File: config.mk
export PLATFORM = sky130hd
export DESIGN_NAME = bure_stage_if_fq
export DESIGN_NICKNAME = d
export VERILOG_FILES = /design/src/rtl/bure_stage_if_fq.sv
export SDC_FILE = /design/constraint.sdc
export NUM_CORES = 1
export LEC_CHECK = 0
export BUFFER_PORTS_ARGS = -buffer_cell sky130_fd_sc_hd__clkbuf_2
export CAP_MARGIN = 20
export CORE_ASPECT_RATIO = 0.9
export CORE_MARGIN = 2
export CORE_UTILIZATION = 45
export DETAILED_ROUTE_END_ITERATION = 7
export GPL_TIMING_DRIVEN = 0
export PLACE_DENSITY_LB_ADDON = 0.2
export SLEW_MARGIN = 20
export SYNTH_ARGS = -nofsm -noshare
export SYNTH_HDL_FRONTEND = slang
export SYNTH_SLANG_ARGS = --single-unit
File: constraint.sdc
create_clock -name i_clk -period 3.3 [get_ports i_clk]
set_input_delay 0.33 -clock i_clk [delete_from_list [all_inputs] [get_ports i_clk]]
set_output_delay 0.33 -clock i_clk [all_outputs]
set_load 0.02 [all_outputs]
File: src/rtl/bure_stage_if_fq.sv
// BureCore instruction fetch stage: pipelined imem reads feeding a fetch queue with redirect flush.
// Define BURE_IF_BYPASS_EN to forward a response straight to decode when the queue is empty.
module bure_stage_if_fq #(
  parameter int unsigned ADDR_WIDTH      = 32,
  parameter int unsigned INSTR_WIDTH     = 32,
  parameter int unsigned FQ_DEPTH        = 4,
  parameter int unsigned MAX_OUTSTANDING = 2,
  parameter logic [ADDR_WIDTH-1:0] RESET_PC = '0,
  parameter int unsigned ADDR_INC        = 1
) (
  input  logic                   i_clk,
  input  logic                   i_rstn,
  input  logic                   i_prst,
  input  logic [ADDR_WIDTH-1:0]  i_new_pc,
  output logic                   o_imem_ren,
  output logic [ADDR_WIDTH-1:0]  o_imem_raddr,
  input  logic                   i_imem_rdata_valid,
  input  logic [INSTR_WIDTH-1:0] i_imem_rdata,
  output logic                   o_instr_valid,
  output logic [INSTR_WIDTH-1:0] o_instr,
  output logic [ADDR_WIDTH-1:0]  o_instr_pc,
  input  logic                   i_instr_ready
);

  localparam int unsigned PTR_W = $clog2(FQ_DEPTH);
  localparam int unsigned CNT_W = $clog2(FQ_DEPTH + 1);
  localparam int unsigned OUT_W = $clog2(MAX_OUTSTANDING + 1);
  localparam logic [ADDR_WIDTH-1:0] PC_INC = ADDR_WIDTH'(ADDR_INC);

  localparam logic [0:0] ST_IDLE = 1'b0;
  localparam logic [0:0] ST_RUN  = 1'b1;

  logic [0:0]             state_q, state_d;
  logic [ADDR_WIDTH-1:0]  fetch_pc_q, fetch_pc_d;
  logic [ADDR_WIDTH-1:0]  rsp_pc_q, rsp_pc_d;
  logic [PTR_W-1:0]       wr_ptr_q, wr_ptr_d;
  logic [PTR_W-1:0]       rd_ptr_q, rd_ptr_d;
  logic [CNT_W-1:0]       count_q, count_d;
  logic [OUT_W-1:0]       out_q, out_d;
  logic [OUT_W-1:0]       discard_q, discard_d;
  logic [INSTR_WIDTH-1:0] data_q [FQ_DEPTH];
  logic [ADDR_WIDTH-1:0]  pc_q   [FQ_DEPTH];

  logic run, redirect, rsp_accept, rsp_keep, issue, q_valid, bypass, push, pop;

  assign run        = (state_q == ST_RUN);
  assign redirect   = run && i_prst;
  // Responses with nothing outstanding (e.g. leftovers from before reset) are ignored.
  assign rsp_accept = i_imem_rdata_valid && (out_q != '0);
  assign rsp_keep   = rsp_accept && (discard_q == '0) && !i_prst;
  assign q_valid    = (count_q != '0);

  // Reserve a queue slot for every live in-flight read so no response can overflow.
  assign issue = run && !i_prst && (32'(out_q) < MAX_OUTSTANDING) &&
                 ((32'(count_q) + 32'(out_q) - 32'(discard_q)) < FQ_DEPTH);

`ifdef BURE_IF_BYPASS_EN
  assign bypass = run && rsp_keep && !q_valid;
`else
  assign bypass = 1'b0;
`endif

  assign pop  = run && !i_prst && q_valid && i_instr_ready;
  assign push = rsp_keep && !(bypass && i_instr_ready);

  assign o_imem_ren    = issue;
  assign o_imem_raddr  = fetch_pc_q;
  assign o_instr_valid = run && !i_prst && (q_valid || bypass);
  assign o_instr       = bypass ? i_imem_rdata : data_q[rd_ptr_q];
  assign o_instr_pc    = bypass ? rsp_pc_q : pc_q[rd_ptr_q];

  always_comb begin
    state_d    = state_q;
    fetch_pc_d = fetch_pc_q;
    rsp_pc_d   = rsp_pc_q;
    wr_ptr_d   = wr_ptr_q;
    rd_ptr_d   = rd_ptr_q;
    count_d    = count_q;
    out_d      = out_q;
    discard_d  = discard_q;

    if (!run) begin
      state_d = ST_RUN;
      if (i_prst) begin
        fetch_pc_d = i_new_pc;
        rsp_pc_d   = i_new_pc;
      end
    end else if (redirect) begin
      // Everything still in flight after this cycle is stale.
      fetch_pc_d = i_new_pc;
      rsp_pc_d   = i_new_pc;
      wr_ptr_d   = '0;
      rd_ptr_d   = '0;
      count_d    = '0;
      out_d      = out_q - OUT_W'(rsp_accept);
      discard_d  = out_q - OUT_W'(rsp_accept);
    end else begin
      if (issue) fetch_pc_d = fetch_pc_q + PC_INC;
      out_d = out_q + OUT_W'(issue) - OUT_W'(rsp_accept);
      if (rsp_accept && (discard_q != '0)) discard_d = discard_q - OUT_W'(1);
      if (rsp_keep) rsp_pc_d = rsp_pc_q + PC_INC;
      if (push) wr_ptr_d = wr_ptr_q + PTR_W'(1);
      if (pop)  rd_ptr_d = rd_ptr_q + PTR_W'(1);
      count_d = count_q + CNT_W'(push) - CNT_W'(pop);
    end
  end

  always_ff @(posedge i_clk or negedge i_rstn) begin
    if (!i_rstn) begin
      state_q    <= ST_IDLE;
      fetch_pc_q <= RESET_PC;
      rsp_pc_q   <= RESET_PC;
      wr_ptr_q   <= '0;
      rd_ptr_q   <= '0;
      count_q    <= '0;
      out_q      <= '0;
      discard_q  <= '0;
    end else begin
      state_q    <= state_d;
      fetch_pc_q <= fetch_pc_d;
      rsp_pc_q   <= rsp_pc_d;
      wr_ptr_q   <= wr_ptr_d;
      rd_ptr_q   <= rd_ptr_d;
      count_q    <= count_d;
      out_q      <= out_d;
      discard_q  <= discard_d;
    end
  end

  // Entries are cleared at reset so the head outputs read as zero.
  always_ff @(posedge i_clk or negedge i_rstn) begin
    if (!i_rstn) begin
      for (int i = 0; i < int'(FQ_DEPTH); i++) begin
        data_q[i] <= '0;
        pc_q[i]   <= '0;
      end
    end else if (push) begin
      data_q[wr_ptr_q] <= i_imem_rdata;
      pc_q[wr_ptr_q]   <= rsp_pc_q;
    end
  end

endmodule
Yosys cells after proc, flatten, opt, wreduce, memory -nomap -nowiden. Cells that the tools add are included.

Add/subtract/negate cells: 12. Magnitude comparators: 5. Multiplexer cells: 25. Reductions and logical operators: 25. Bitwise gates (word level): 2. Eq/ne operators: 2.

Operators by type and width (number): $mux W32 (12); $bwmux W128 (2); $bmux W32 S2 (2); $add A32 B1 Y32 const B (2); $demux W32 S2 (1); $lt A32 B3 Y1 const B (1); $mux W2 (7); $reduce_bool A2 Y1 (6); $logic_and A1 B1 Y1 (11); $reduce_and A2 Y1 (5); $ge A3 B3 Y1 const B (2); $ne A3 B1 Y1 const B (2); $not A2 Y3 (2); $sub A4 B2 Y5 (1); $add A2 B1 Y2 const B (2); $add A3 B2 Y4 (1); $sub A2 B1 Y2 (2); $add A3 B1 Y3 (1); $lt A3 B1 Y1 const B (1); $mux W3 (1); $reduce_bool A3 Y1 (1); $sub A3 B1 Y3 (1); $add A2 B1 Y2 (1); $logic_not A2 Y1 (1); 3 further kinds (3).

Word-level logic and storage cells: 87. Output and inout port bits: 98. Register bits: 332.

Logic depth before layout (Yosys ltp). Gate-level depths: netlist of the first run.

Depth after elaboration: 7. Depth in mapped cells: 14. Depth with buffers taken out: 14.

Least setup slack after synthesis of the first run. Ideal clock, no wire load.

Path kind: flip-flop to flip-flop. From: register out_q[1]. To: register out_q[1]. Required time: 3177 ps. Setup slack: 299 ps. Cell stages (with the launch flop): 14. Arrival time: 2879 ps. Path buffers: 0. Path through: dfrtp_1 inv_1 fa_1 inv_1 ha_1 and3b_1 o211a_1 o211ai_2 inv_2 ha_1 nor2b_1 xnor2_1 nor2_1 xnor2_1.

Longest elaborated chain between the ends: 7. Elaborated cells between the ends (all ways): 12. Classes of those cells: 5 x add/sub; 2 x order compare; 1 x mux; 4 x reduce/logical.

RTL lines: start, declared (RTL line 39) `logic [OUT_W-1:0] out_q, out_d;`; start signal, assigned (RTL line 125) `out_q <= out_d;`; $add A3 B2 Y4 (RTL line 55) `((32'(count_q) + 32'(out_q) - 32'(discard_q)) < FQ_DEPTH);`; $sub A4 B2 Y5 (RTL line 55); $lt A32 B3 Y1 (RTL line 55); $logic_and A1 B1 Y1 * (RTL line 54) `assign issue = run && !i_prst && (32'(out_q) < MAX_OUTSTANDING) &&`; named net o_imem_ren (RTL line 15) `output logic o_imem_ren,`; $add A2 B1 Y2 * (RTL line 99) `out_d = out_q + OUT_W'(issue) - OUT_W'(rsp_accept);`; $sub A2 B1 Y2 * (RTL line 99); $mux W2 * (RTL line 88) `end else if (redirect) begin`.

The timed path passes the listed nets; every way through them passes the cells marked *. A chain may end at the register's enable or synchronous reset.

Worst setup path in the final report of the first run.
From: register count_q[1]. To: output o_imem_ren.

Longest elaborated chain between the ends: 4.

RTL lines: start, declared (RTL line 38) `logic [CNT_W-1:0] count_q, count_d;`; start signal, assigned (RTL line 124) `count_q <= count_d;`; $add A3 B2 Y4 (RTL line 55); $sub A4 B2 Y5 (RTL line 55); $lt A32 B3 Y1 (RTL line 55); $logic_and A1 B1 Y1 (RTL line 54); end, declared (RTL line 15).

No other way between the ends.

==> results_tabular.tex, run 1 <==
\begin{tabular}{lr}
\hline
Metric & Value \\
\hline
\multicolumn{2}{l}{\textbf{Timing}} \\
Maximum achievable frequency & about 0.32 GHz \\
Number of hold violations in the final report & 0 \\
Final max-slew violation count & 0 \\
Worst slew margin relative to its limit & 0.3782 \\
Setup skew after layout & 25.34 ps \\
Worst Slack Setup Final & approximately 130 ps \\
RSZ-0062 raised after global routing & true \\
Share of the clock period used by the worst path after layout & 0.9606 \\
Final number of setup-violating endpoints & 0 \\
Period minus WS final & between 3000 and 4000 ps \\
Worst Max-Slew Pin Slew & roughly 930 ps \\
\multicolumn{2}{l}{\textbf{Critical path}} \\
Slowest cell delay on critical path & about 540 ps \\
CP startpoint kind & register \\
Highest fanout seen on the critical path & 11 \\
Kind of critical path & reg -> out \\
CP endpoint kind & primary output \\
Most Frequent Cell on Critical Path & sky130\_fd\_sc\_hd\_\_inv\_1 \\
Library cell contributing the largest single delay on the critical path & sky130\_fd\_sc\_hd\_\_fa\_1 \\
Critical-path cell list & inv\_1 > fa\_1 > inv\_1 > ha\_1 > and3b\_1 > o211a\_1 > o211ai\_4 > inv\_6 > clkbuf\_2 \\
Critical Path RT & about 3000 ps \\
Data arrival time of the critical path & 2840 ps \\
\multicolumn{2}{l}{\textbf{Route}} \\
Routed len/inst & approximately 22 um \\
Post-detailed-routing wire length & 42350 um \\
Number of remaining DRC errors & 0 \\
Via-per-instance ratio & 5.950 \\
Initial detailed-routing violation count & roughly 1000 \\
Post-route ant nets & 0 \\
Via count & 11320 \\
Count of TritonRoute iterations in the first routing pass & 5 \\
\multicolumn{2}{l}{\textbf{Place}} \\
HPWL after DPL & roughly 30000 um \\
Number of placed cells counting well taps & 1840 \\
Number of buffers inserted by port buffering & approximately 170 \\
Post-place setup slack & -260.5 ps \\
Weighted congestion at the end of routability-driven global placement & 0.9337 \\
\multicolumn{2}{l}{\textbf{Logic synthesis}} \\
Yosys synthesis warning count & 0 \\
Count of cell types in the netlist & between 70 and 80 \\
Most frequently used flop master after synthesis & sky130\_fd\_sc\_hd\_\_dfrtp\_1 \\
Number of standard cells after synthesis & $\sim$1200 \\
Post-synthesis cell area & 16120 um2 \\
Synthesized netlist net count & 1288 \\
Proportion of register bits with asynchronous set or reset after synthesis & 1.000 \\
Share of the yosys chip area belonging to registers & 0.5153 \\
Average cell area after synthesis & 13.41 um2 \\
Number of enable flip-flop cells after synthesis & 0 \\
Flop and latch count out of synthesis & 332 \\
\multicolumn{2}{l}{\textbf{Clock tree}} \\
Master cell of the clock root buffer & sky130\_fd\_sc\_hd\_\_clkbuf\_16 \\
Maximum number of buffers from clock root to sink & 3 \\
Clock-pin slew reported for the worst setup and hold paths after clock tree synthesis & about 60 ps \\
Number of buffers created by CTS & 37 \\
CTS tree & yes \\
Number of H-tree branching levels & 2 \\
Skew-Pair Late Insertion Delay & 530 ps \\
Number of clock sinks & between 300 and 400 \\
\multicolumn{2}{l}{\textbf{Final layout}} \\
Final standard cell count with taps included and fillers excluded & 1903 \\
Sequential standard cell area & $\sim$8300 um2 \\
Final Util & 0.5349 \\
Layout Area Growth over Synthesis & 16.84\% \\
Leading cell type in the layout, fill and taps excluded & sky130\_fd\_sc\_hd\_\_dfrtp\_1 \\
Most frequent cells in the layout & sky130\_fd\_sc\_hd\_\_dfrtp\_1 (331), sky130\_fd\_sc\_hd\_\_mux2\_2 (256), sky130\_fd\_sc\_hd\_\_clkbuf\_2 (165), sky130\_fd\_sc\_hd\_\_mux4\_2 (64), sky130\_fd\_sc\_hd\_\_a21oi\_1 (62) \\
Nets & 1501 \\
Layout cells sized above 1 & 0.4268 \\
Count of filler cells inserted in the layout & around 3000 \\
Multi-input gate area in the final layout & $\sim$7200 um2 \\
Number of antenna repair diodes & 0 \\
\multicolumn{2}{l}{\textbf{Power}} \\
Internal portion of total power & 10180 uW \\
Worst vdd ir & roughly 0.00046 V \\
Design Power & 15140 uW \\
Sequential cell fraction of total power & 0.413 \\
Total power density per cell area & 803.9 nW/um2 \\
Switching portion of total power & 0.3279 \\
Leakage & between 0.008 and 0.009 uW \\
Clock network fraction of total power & 0.258 \\
NetSw & slightly below 5000 uW \\
Combinational group share of total power & 0.329 \\
\multicolumn{2}{l}{\textbf{Floorplanning}} \\
Num ports & about 170 \\
Chip Height & 183.6 um \\
Die extent in x & just over 200 um \\
Floorplan die area & 37360 um2 \\
Initial standard-cell utilization of the core & 0.4578 \\
Core footprint & approximately 35000 um2 \\
Row cnt & between 60 and 70 \\
\multicolumn{2}{l}{\textbf{Global route}} \\
Vias in the first global route & $\sim$12000 \\
GRT Util Overall & 0.2308 \\
Initial antenna violation count & 0 \\
Wire length of the first global-routing pass & 66900 um \\
Pin count of the biggest net entering global routing & 94 \\
Total grt overflow & 0 \\
\multicolumn{2}{l}{\textbf{Run status}} \\
Result of the run & finished clean \\
\multicolumn{2}{l}{\textbf{Hold path}} \\
Path category of the worst min-delay check & in -> reg \\
\multicolumn{2}{l}{\textbf{Run}} \\
Count of maximum capacitance violations & 0 \\
\hline
\end{tabular}
worst max-delay path: cells and delay by family (launching register included):
| kind | cells | cell delay, ps |
|---|---|---|
| adders and majority gates | 2 | 810 |
| AOI/OAI and AO/OA | 2 | 560 |
| buffers and inverters | 4 | 400 |
| DFF | 1 | 340 |
| and+or+nand+nor | 1 | 200 |
registers in the layout, indices dropped and copies added (netlist names):
signal        count
rsp_pc_q         32
o_imem_raddr     32
rd_ptr_q          2
pc_q            128
discard_q         2
wr_ptr_q          2
count_q           3
run               1
out_q             2
data_q          128
worst paths after layout:
check | slack, ps | end | cells past startpoint | start
max in group asynchronous | 2000 | pc_q[112]$_DFFE_PN0P_ | 4 | i_rstn
worst min register to register | 500 | pc_q[45]$_DFFE_PN0P_ | 1 | pc_q[45]$_DFFE_PN0P_
worst max register to register | 240 | o_imem_raddr[4]$_DFFE_PN0P_ | 11 | count_q[1]$_DFFE_PN0P_
worst min-delay path | 60 | rsp_pc_q[28]$_DFFE_PN0P_ | 3 | i_new_pc[28]
worst max-delay path | 130 | o_imem_ren | 9 | count_q[1]$_DFFE_PN0P_
min in group asynchronous | 210 | data_q[106]$_DFFE_PN0P_ | 2 | i_rstn
repair_timing:
item / 4_1_cts / 5_1_grt
pin swaps: 2 / 1
setup buffers: 4 / 0
hold buffers: 1 / 0
resized for setup: 5 / 2
setup endpoints to repair: 22 / 7
endpoints found under the hold margin: 177 / 0
cells in the mapped netlist (4+ instances only):
cell type	n	area, um2
sky130_fd_sc_hd__a211oi_1	4	30.03
sky130_fd_sc_hd__o32ai_1	4	35.03
sky130_fd_sc_hd__mux4_2	64	1441
sky130_fd_sc_hd__a21oi_1	62	310.3
sky130_fd_sc_hd__a311oi_1	4	35.03
sky130_fd_sc_hd__and4_1	7	61.31
sky130_fd_sc_hd__buf_2	17	85.08
sky130_fd_sc_hd__dfrtp_1	332	8308
sky130_fd_sc_hd__buf_4	6	45.04
sky130_fd_sc_hd__o32a_1	5	50.05
sky130_fd_sc_hd__inv_1	25	93.84
sky130_fd_sc_hd__nand3_1	24	120.1
sky130_fd_sc_hd__o22a_1	12	105.1
sky130_fd_sc_hd__nand4_1	15	93.84
sky130_fd_sc_hd__nor2b_1	4	25.02
sky130_fd_sc_hd__a2bb2oi_1	8	70.07
sky130_fd_sc_hd__buf_1	8	30.03
sky130_fd_sc_hd__o2bb2a_1	7	70.07
sky130_fd_sc_hd__and2_1	9	56.30
sky130_fd_sc_hd__nor4_1	7	43.79
sky130_fd_sc_hd__o21ai_0	27	135.1
sky130_fd_sc_hd__nor3_1	9	45.04
sky130_fd_sc_hd__mux2_2	256	2883
sky130_fd_sc_hd__nor2_1	41	153.9
sky130_fd_sc_hd__a22oi_1	8	60.06
sky130_fd_sc_hd__xnor2_1	5	43.79
sky130_fd_sc_hd__o22ai_1	23	143.9
sky130_fd_sc_hd__and3_1	11	68.82
sky130_fd_sc_hd__nand2_1	45	168.9
sky130_fd_sc_hd__clkbuf_1	31	116.4
sky130_fd_sc_hd__o21a_1	4	30.03
sky130_fd_sc_hd__a31oi_1	19	118.9
sky130_fd_sc_hd__ha_1	15	187.7
sky130_fd_sc_hd__buf_6	26	292.8
stage by stage:
| stage | setup TNS [ps] | hold slack, ps | cell area, um2 |
|---|---|---|---|
| detailed placement | -1138 | 177.9 | 17650 |
| CTS | 0 | 54.76 | 18840 |
| global placement | -1782870 | 483.8 | 17540 |
| floorplan | 0 | 34.41 | 16120 |
| global route | -1.042 | 81.39 | 18840 |
| finish | 0 | 64.63 | 18840 |
area by class of cell:
type / count / area share
clock buffer: 51 / 0.05619
sequential: 332 / 0.4411
timing repair buffer: 174 / 0.05227
multi-input combinational: 755 / 0.3802
inverter: 27 / 0.005646
clock inverter: 7 / 0.003188
tap: 469 / 0.03115
buffer: 88 / 0.03029
cells by family (layout without fill, tap and decap cells):
family / after synthesis / count (layout) / synth area share
DFF: 332 / 332 / 0.5153
buffers and inverters: 115 / 347 / 0.04160
and+or+nand+nor: 190 / 190 / 0.06317
muxes: 321 / 321 / 0.2688
other: 1 / 1 / 0.0002326
xor gates and xnor gates: 8 / 8 / 0.004346
AOI/OAI and AO/OA: 218 / 218 / 0.09243
adders and majority gates: 17 / 17 / 0.01412
power by group through the flow:
stage / sequential [uW] / clock (uW) / combinational [uW]
2_1_floorplan: 6120 / 0 / 3530
3_3_place_gp: 6270 / 0 / 4830
3_5_place_dp: 6330 / 0 / 4960
4_1_cts: 6250 / 4010 / 5040
5_1_grt: 6440 / 4160 / 5400
6_report: 6250 / 3910 / 4980
layer usage:
metal	vias up	wire, um	global-route usage
li1	4979	-	-
met1	5814	18570	0.3281
met2	450	19540	0.3612
met3	80	3166	0.04573
met4	0	1070	0.06540
met5	-	0	0
Power figures use the tool's default switching activity.
==> inputs of run 2 (changes only) <==
--- a/config.mk
+++ b/config.mk
@@ -10,6 +10,7 @@
 export CORE_ASPECT_RATIO = 0.9
 export CORE_MARGIN = 2
 export CORE_UTILIZATION = 45
+export CTS_BUF_LIST = sky130_fd_sc_hd__clkbuf_4
 export DETAILED_ROUTE_END_ITERATION = 7
 export GPL_TIMING_DRIVEN = 0
 export PLACE_DENSITY_LB_ADDON = 0.2
==> results_tabular.tex, run 2 (synthesis results as in run 1) <==
\begin{tabular}{lr}
\hline
Metric & Value \\
\hline
\multicolumn{2}{l}{\textbf{Floorplanning}} \\
Die extent in x & 203.5 um \\
Initial standard-cell utilization of the core & 0.4578 \\
Row cnt & 65 \\
Core footprint & 35220 um2 \\
Chip Height & approximately 180 um \\
Floorplan die area & 37360 um2 \\
Num ports & around 170 \\
\multicolumn{2}{l}{\textbf{Final layout}} \\
Most frequent cells in the layout & sky130\_fd\_sc\_hd\_\_dfrtp\_1 (331), sky130\_fd\_sc\_hd\_\_mux2\_2 (256), sky130\_fd\_sc\_hd\_\_clkbuf\_2 (167), sky130\_fd\_sc\_hd\_\_clkbuf\_4 (137), sky130\_fd\_sc\_hd\_\_dlygate4sd3\_1 (65) \\
Layout Area Growth over Synthesis & 21.36\% \\
Layout cells sized above 1 & 0.4462 \\
Leading cell type in the layout, fill and taps excluded & sky130\_fd\_sc\_hd\_\_dfrtp\_1 \\
Nets & approximately 1600 \\
Final standard cell count with taps included and fillers excluded & approximately 2100 \\
Largest registers ranked by flip-flop count & data\_q x128, pc\_q x128 \\
\multicolumn{2}{l}{\textbf{Critical path}} \\
Reg-to-reg endpoint & o\_imem\_raddr[11]\$\_DFFE\_PN0P\_ \\
Critical Path RT & between 2000 and 3000 ps \\
Startpoint of the worst register-to-register path & count\_q[1]\$\_DFFE\_PN0P\_ \\
CP startpoint kind & register \\
Critical path launch point & count\_q[1]\$\_DFFE\_PN0P\_ \\
CP endpoint kind & primary output \\
CP Capture Point & o\_imem\_ren \\
Reg2reg setup slack & about 190 ps \\
Worst reg2reg path depth & 12 \\
Kind of critical path & reg -> out \\
Highest fanout seen on the critical path & 3 \\
Data arrival time of the critical path & 2980 ps \\
\multicolumn{2}{l}{\textbf{Timing}} \\
Worst Max-Slew Pin Slew & 938.7 ps \\
Setup skew after layout & just under 60 ps \\
Final number of setup-violating endpoints & 1 \\
Final max-slew violation count & 0 \\
Share of the clock period used by the worst path after layout & 1.002 \\
Worst hold slack after final layout & a little under 80 ps \\
Number of hold violations in the final report & 0 \\
Final-layout setup total negative slack & -6.744 ps \\
Worst slew margin relative to its limit & 0.3742 \\
RSZ-0062 raised after global routing & true \\
Period minus WS final & between 3000 and 4000 ps \\
Maximum achievable frequency & a little over 0.3 GHz \\
Worst Slack Setup Final & -6.744 ps \\
\multicolumn{2}{l}{\textbf{Power}} \\
Internal portion of total power & about 10000 uW \\
Total power density per cell area & 770.5 nW/um2 \\
Leakage & about 0.009 uW \\
Clock network fraction of total power & 0.247 \\
Worst vdd ir & 0.0004010 V \\
Sequential cell fraction of total power & 0.415 \\
Combinational group share of total power & 0.338 \\
Switching portion of total power & 0.3378 \\
NetSw & between 5000 and 6000 uW \\
\multicolumn{2}{l}{\textbf{Route}} \\
Via-per-instance ratio & 5.777 \\
Initial detailed-routing violation count & approximately 1100 \\
Routed len/inst & 21.11 um \\
Post-route ant nets & 0 \\
Post-detailed-routing wire length & 43650 um \\
Number of remaining DRC errors & 0 \\
Count of TritonRoute iterations in the first routing pass & 5 \\
Via count & around 12000 \\
\multicolumn{2}{l}{\textbf{Global route}} \\
Initial antenna violation count & 1 \\
Total grt overflow & 0 \\
Vias in the first global route & roughly 12000 \\
Pin count of the biggest net entering global routing & 94 \\
GRT Util Overall & 0.2382 \\
Wire length of the first global-routing pass & between 60000 and 70000 um \\
\multicolumn{2}{l}{\textbf{Clock tree}} \\
Maximum number of buffers from clock root to sink & 3 \\
Master cell of the clock root buffer & sky130\_fd\_sc\_hd\_\_clkbuf\_4 \\
Skew-Pair Late Insertion Delay & a little under 800 ps \\
CTS tree & yes \\
Number of H-tree branching levels & 3 \\
Number of buffers created by CTS & just over 90 \\
Clock-pin slew reported for the worst setup and hold paths after clock tree synthesis & about 60 ps \\
Number of clock sinks & about 330 \\
\multicolumn{2}{l}{\textbf{Hold path}} \\
Path category of the worst min-delay check & in -> reg \\
\multicolumn{2}{l}{\textbf{Place}} \\
Weighted congestion at the end of routability-driven global placement & 0.9337 \\
Post-place setup slack & -260.5 ps \\
HPWL after DPL & 29450 um \\
Number of placed cells counting well taps & approximately 1800 \\
Number of buffers inserted by port buffering & about 170 \\
\multicolumn{2}{l}{\textbf{Run status}} \\
Result of the run & complete, but fails checks \\
Violated checks & setup timing \\
\multicolumn{2}{l}{\textbf{Run}} \\
Count of maximum capacitance violations & 0 \\
\hline
\end{tabular}
-- run 2: final cells by class --
class / count / area, um2
diodes: 1 / 2.502
flip-flops and latches: 332 / 8309
inverters: 27 / 106.4
clock inverters: 17 / 120.1
well taps: 469 / 586.8
fillers: 3011 / 15650
repair buffers: 243 / 1673
plain buffers: 88 / 576.8
clock buffers: 136 / 1021
multi-input cells: 755 / 7171
-- run 2: power by group through the flow --
| stage | Combinational [uW] | Sequential [uW] | Clock (uW) |
|---|---|---|---|
| after floorplan | 3530 | 6120 | 0 |
| after global placement | 4830 | 6270 | 0 |
| after detailed placement | 4960 | 6330 | 0 |
| after CTS | 5120 | 6250 | 3840 |
| after global routing | 5510 | 6430 | 4070 |
| final | 5100 | 6250 | 3720 |
-- run 2: worst min-delay path by stage --
stage | slack [ps] | startpoint | cells past startpoint | end
floorplan | 30 | i_rstn | 0 | count_q[0]$_DFFE_PN0P_
global placement | 480 | pc_q[43]$_DFFE_PN0P_ | 1 | pc_q[43]$_DFFE_PN0P_
detailed placement | 180 | i_rstn | 1 | data_q[106]$_DFFE_PN0P_
CTS | 9 | i_new_pc[2] | 4 | o_imem_raddr[2]$_DFFE_PN0P_
global route | 50 | i_new_pc[2] | 4 | rsp_pc_q[2]$_DFFE_PN0P_
finish | 80 | i_imem_rdata_valid | 5 | discard_q[0]$_DFFE_PN0P_
-- run 2: per-stage QoR --
| step | instance area [um2] | power, uW | util |
|---|---|---|---|
| final | 19570 | 15080 | 0.5556 |
| after global routing | 19570 | 16010 | 0.5556 |
| after CTS | 19540 | 15210 | 0.5547 |
| after detailed placement | 17650 | 11290 | 0.5013 |
| after global placement | 17540 | 11100 | 0.4980 |
| after floorplan | 16120 | 9651 | - |
-- run 2: repair_timing --
item / 4_1_cts / 5_1_grt
gates resized for setup: 12 / 8
pin swaps: 4 / 3
buffers inserted: 7 / 2
setup endpoints to repair: 37 / 11
hold endpoints to repair: 361 / 0
hold buffers: 65 / 0
-- run 2: worst max-delay path: stages (launching register included) --
cell and delay [ps]:
sky130_fd_sc_hd__dfrtp_1 360, sky130_fd_sc_hd__inv_2 50, sky130_fd_sc_hd__fa_1 530, sky130_fd_sc_hd__inv_1 40, sky130_fd_sc_hd__ha_1 250, sky130_fd_sc_hd__and3b_2 230
sky130_fd_sc_hd__o211a_4 260, sky130_fd_sc_hd__o211ai_4 220, sky130_fd_sc_hd__clkinv_4 120, sky130_fd_sc_hd__buf_8 150
-- run 2: metal layers --
metal | up-vias | global-route usage | routed length [um]
li1 | 5278 | - | -
met3 | 86 | 0.05991 | 3200
met2 | 491 | 0.3737 | 20350
met4 | 0 | 0.08234 | 1109
met1 | 6092 | 0.3237 | 19000
met5 | - | 0 | 0
==> inputs of run 3 (changes only) <==
--- a/config.mk
+++ b/config.mk
@@ -7,13 +7,15 @@
 export LEC_CHECK = 0
 export BUFFER_PORTS_ARGS = -buffer_cell sky130_fd_sc_hd__clkbuf_2
 export CAP_MARGIN = 20
+export CELL_PAD_IN_SITES_DETAIL_PLACEMENT = 0
+export CELL_PAD_IN_SITES_GLOBAL_PLACEMENT = 1
 export CORE_ASPECT_RATIO = 0.9
 export CORE_MARGIN = 2
-export CORE_UTILIZATION = 45
+export CORE_UTILIZATION = 42
 export CTS_BUF_LIST = sky130_fd_sc_hd__clkbuf_4
 export DETAILED_ROUTE_END_ITERATION = 7
 export GPL_TIMING_DRIVEN = 0
-export PLACE_DENSITY_LB_ADDON = 0.2
+export PLACE_DENSITY_LB_ADDON = 0.1
 export SLEW_MARGIN = 20
 export SYNTH_ARGS = -nofsm -noshare
 export SYNTH_HDL_FRONTEND = slang
==> results_tabular.tex, run 3 (synthesis results as in run 1) <==
\begin{tabular}{lr}
\hline
Metric & Value \\
\hline
\multicolumn{2}{l}{\textbf{Floorplanning}} \\
Floorplan die area & $\sim$40000 um2 \\
Initial standard-cell utilization of the core & 0.4230 \\
Die extent in x & 210.5 um \\
Core footprint & between 30000 and 40000 um2 \\
Chip Height & between 150 and 200 um \\
Num ports & 167 \\
Row cnt & between 60 and 70 \\
\multicolumn{2}{l}{\textbf{Power}} \\
NetSw & slightly above 5000 uW \\
Sequential cell fraction of total power & 0.414 \\
Internal portion of total power & 9970 uW \\
Worst vdd ir & around 0.00054 V \\
Total power density per cell area & between 700 and 800 nW/um2 \\
Combinational group share of total power & 0.336 \\
Clock network fraction of total power & 0.250 \\
Leakage & 0.008856 uW \\
Switching portion of total power & 0.3396 \\
Design Power & approximately 15000 uW \\
\multicolumn{2}{l}{\textbf{Final layout}} \\
Layout cells sized above 1 & 0.4440 \\
Leading cell type in the layout, fill and taps excluded & sky130\_fd\_sc\_hd\_\_dfrtp\_1 \\
Final Util & 0.5153 \\
Layout Area Growth over Synthesis & 21.81\% \\
Largest registers ranked by flip-flop count & data\_q x128, pc\_q x128 \\
Total non-filler cell area in the finished layout & between 15000 and 20000 um2 \\
Most frequent cells in the layout & sky130\_fd\_sc\_hd\_\_dfrtp\_1 (331), sky130\_fd\_sc\_hd\_\_mux2\_2 (256), sky130\_fd\_sc\_hd\_\_clkbuf\_2 (167), sky130\_fd\_sc\_hd\_\_clkbuf\_4 (135), sky130\_fd\_sc\_hd\_\_dlygate4sd3\_1 (67) \\
Count of filler cells inserted in the layout & 3472 \\
Nets & 1624 \\
\multicolumn{2}{l}{\textbf{Clock tree}} \\
Number of clock sinks & 332 \\
Skew-Pair Late Insertion Delay & around 800 ps \\
Maximum number of buffers from clock root to sink & 3 \\
Number of H-tree branching levels & 3 \\
CTS tree & yes \\
Number of buffers created by CTS & slightly above 90 \\
Master cell of the clock root buffer & sky130\_fd\_sc\_hd\_\_clkbuf\_4 \\
Clock-pin slew reported for the worst setup and hold paths after clock tree synthesis & around 70 ps \\
\multicolumn{2}{l}{\textbf{Place}} \\
Weighted congestion at the end of routability-driven global placement & approximately 0.85 \\
Number of buffers inserted by port buffering & 165 \\
HPWL after DPL & around 31000 um \\
Post-DP Area & 17680 um2 \\
\multicolumn{2}{l}{\textbf{Route}} \\
Met2 Wirelength & 20960 um \\
Count of TritonRoute iterations in the first routing pass & 5 \\
Routed len/inst & between 20 and 25 um \\
Initial detailed-routing violation count & roughly 850 \\
Via-per-instance ratio & $\sim$5.6 \\
Highest metal layer with signal wires & met4 \\
Post-route ant nets & 0 \\
Number of remaining DRC errors & 0 \\
Wire length the detailed router placed on met1 & 20690 um \\
Post-detailed-routing wire length & roughly 45000 um \\
Routed wl met3 & approximately 2300 um \\
Via count & between 10000 and 15000 \\
\multicolumn{2}{l}{\textbf{Timing}} \\
Period minus WS final & about 3300 ps \\
Final max-slew violation count & 0 \\
RSZ-0062 raised after global routing & true \\
Final-layout setup total negative slack & -33.23 ps \\
Number of hold violations in the final report & 0 \\
Worst Max-Slew Pin Slew & between 900 and 1000 ps \\
Share of the clock period used by the worst path after layout & 1.010 \\
Worst Slack Setup Final & -33.23 ps \\
Final number of setup-violating endpoints & 1 \\
Setup skew after layout & around 34 ps \\
Worst hold slack after final layout & about 63 ps \\
Maximum achievable frequency & around 0.30 GHz \\
Worst slew margin relative to its limit & 0.3989 \\
\multicolumn{2}{l}{\textbf{Critical path}} \\
Data arrival time of the critical path & 3000 ps \\
Worst reg2reg path depth & 11 \\
Startpoint of the worst register-to-register path & out\_q[1]\$\_DFFE\_PN0P\_ \\
Kind of critical path & reg -> out \\
Critical path launch point & out\_q[1]\$\_DFFE\_PN0P\_ \\
CP Capture Point & o\_imem\_ren \\
CP startpoint kind & register \\
Critical Path RT & approximately 3000 ps \\
Highest fanout seen on the critical path & 3 \\
Reg2reg setup slack & 110 ps \\
CP endpoint kind & primary output \\
Reg-to-reg endpoint & o\_imem\_raddr[18]\$\_DFFE\_PN0P\_ \\
\multicolumn{2}{l}{\textbf{Global route}} \\
Vias in the first global route & about 12000 \\
GRT Util Overall & 0.2332 \\
Wire length of the first global-routing pass & between 70000 and 80000 um \\
Pin count of the biggest net entering global routing & 83 \\
Initial antenna violation count & 2 \\
Total grt overflow & 0 \\
\multicolumn{2}{l}{\textbf{Run}} \\
Count of maximum capacitance violations & 0 \\
\multicolumn{2}{l}{\textbf{Run status}} \\
Violated checks & setup timing \\
Result of the run & complete, but fails checks \\
\multicolumn{2}{l}{\textbf{Hold path}} \\
Path category of the worst min-delay check & in -> async \\
\hline
\end{tabular}
[run 3: changes by cell type in the layout (fill, tap and decap cells not counted), sizes merged]
| cell | delta |
|---|---|
| buf | -4 |
| inv | +1 |
| clkbuf | -1 |
| diode | +2 |
| dlygate4sd3 | +2 |
| clkinv | +13 |
| clkinvlp | -1 |
[run 3: worst min path at each step]
stage / slack [ps] / end / from
after CTS: 9 / data_q[36]$_DFFE_PN0P_ / i_rstn
final: 60 / data_q[36]$_DFFE_PN0P_ / i_rstn
after global placement: 480 / data_q[62]$_DFFE_PN0P_ / data_q[62]$_DFFE_PN0P_
after detailed placement: 340 / data_q[36]$_DFFE_PN0P_ / i_rstn
after global routing: 30 / data_q[36]$_DFFE_PN0P_ / i_rstn
after floorplan: 30 / count_q[0]$_DFFE_PN0P_ / i_rstn
[run 3: worst max-delay path: stages (launching register included)]
cell                       delay, ps
sky130_fd_sc_hd__dfrtp_2         370
sky130_fd_sc_hd__inv_2            50
sky130_fd_sc_hd__fa_1            530
sky130_fd_sc_hd__inv_1            40
sky130_fd_sc_hd__ha_1            260
sky130_fd_sc_hd__and3b_2         230
sky130_fd_sc_hd__o211a_4         260
sky130_fd_sc_hd__o211ai_4        250
sky130_fd_sc_hd__inv_6            60
sky130_fd_sc_hd__clkbuf_8        150
[run 3: repair_timing]
item | CTS | global route
resized for setup | 16 | 3
pin swaps | 4 | 1
endpoints found under the hold margin | 391 | 0
buffers inserted | 7 | 0
hold buffers | 67 | 0
endpoints found under the setup margin | 61 | 23
[run 3: metrics by stage]
| step | setup slack (ps) | cells |
|---|---|---|
| global placement | -5748 | 1857 |
| finish | -33.23 | 2101 |
| global route | -217.3 | 2101 |
| floorplan | 298.5 | 1202 |
| CTS | -164.7 | 2098 |
| detailed placement | -263.4 | 1861 |
[run 3: final cells by class]
class / count / area, um2 / area share
sequential: 332 / 8309 / 0.4231
multi-input combinational: 755 / 7173 / 0.3652
timing repair buffer: 243 / 1677 / 0.08537
clock buffer: 133 / 998.5 / 0.05084
tap: 490 / 613.1 / 0.03122
buffer: 88 / 580.6 / 0.02956
clock inverter: 30 / 175.2 / 0.008919
inverter: 27 / 106.4 / 0.005415
antenna: 3 / 7.507 / 0.0003822
[run 3: power groups by stage]
stage | clock, uW | combinational (uW) | sequential [uW]
floorplan | 0 | 3530 | 6120
global placement | 0 | 4860 | 6290
detailed placement | 0 | 4950 | 6320
CTS | 3940 | 5130 | 6250
global route | 4160 | 5490 | 6440
finish | 3770 | 5080 | 6250
[run 3: layer usage]
layer	GRT usage	up-vias
met5	0	-
met4	0.07719	0
met3	0.05051	87
met2	0.3618	344
met1	0.3270	5970
li1	-	5297
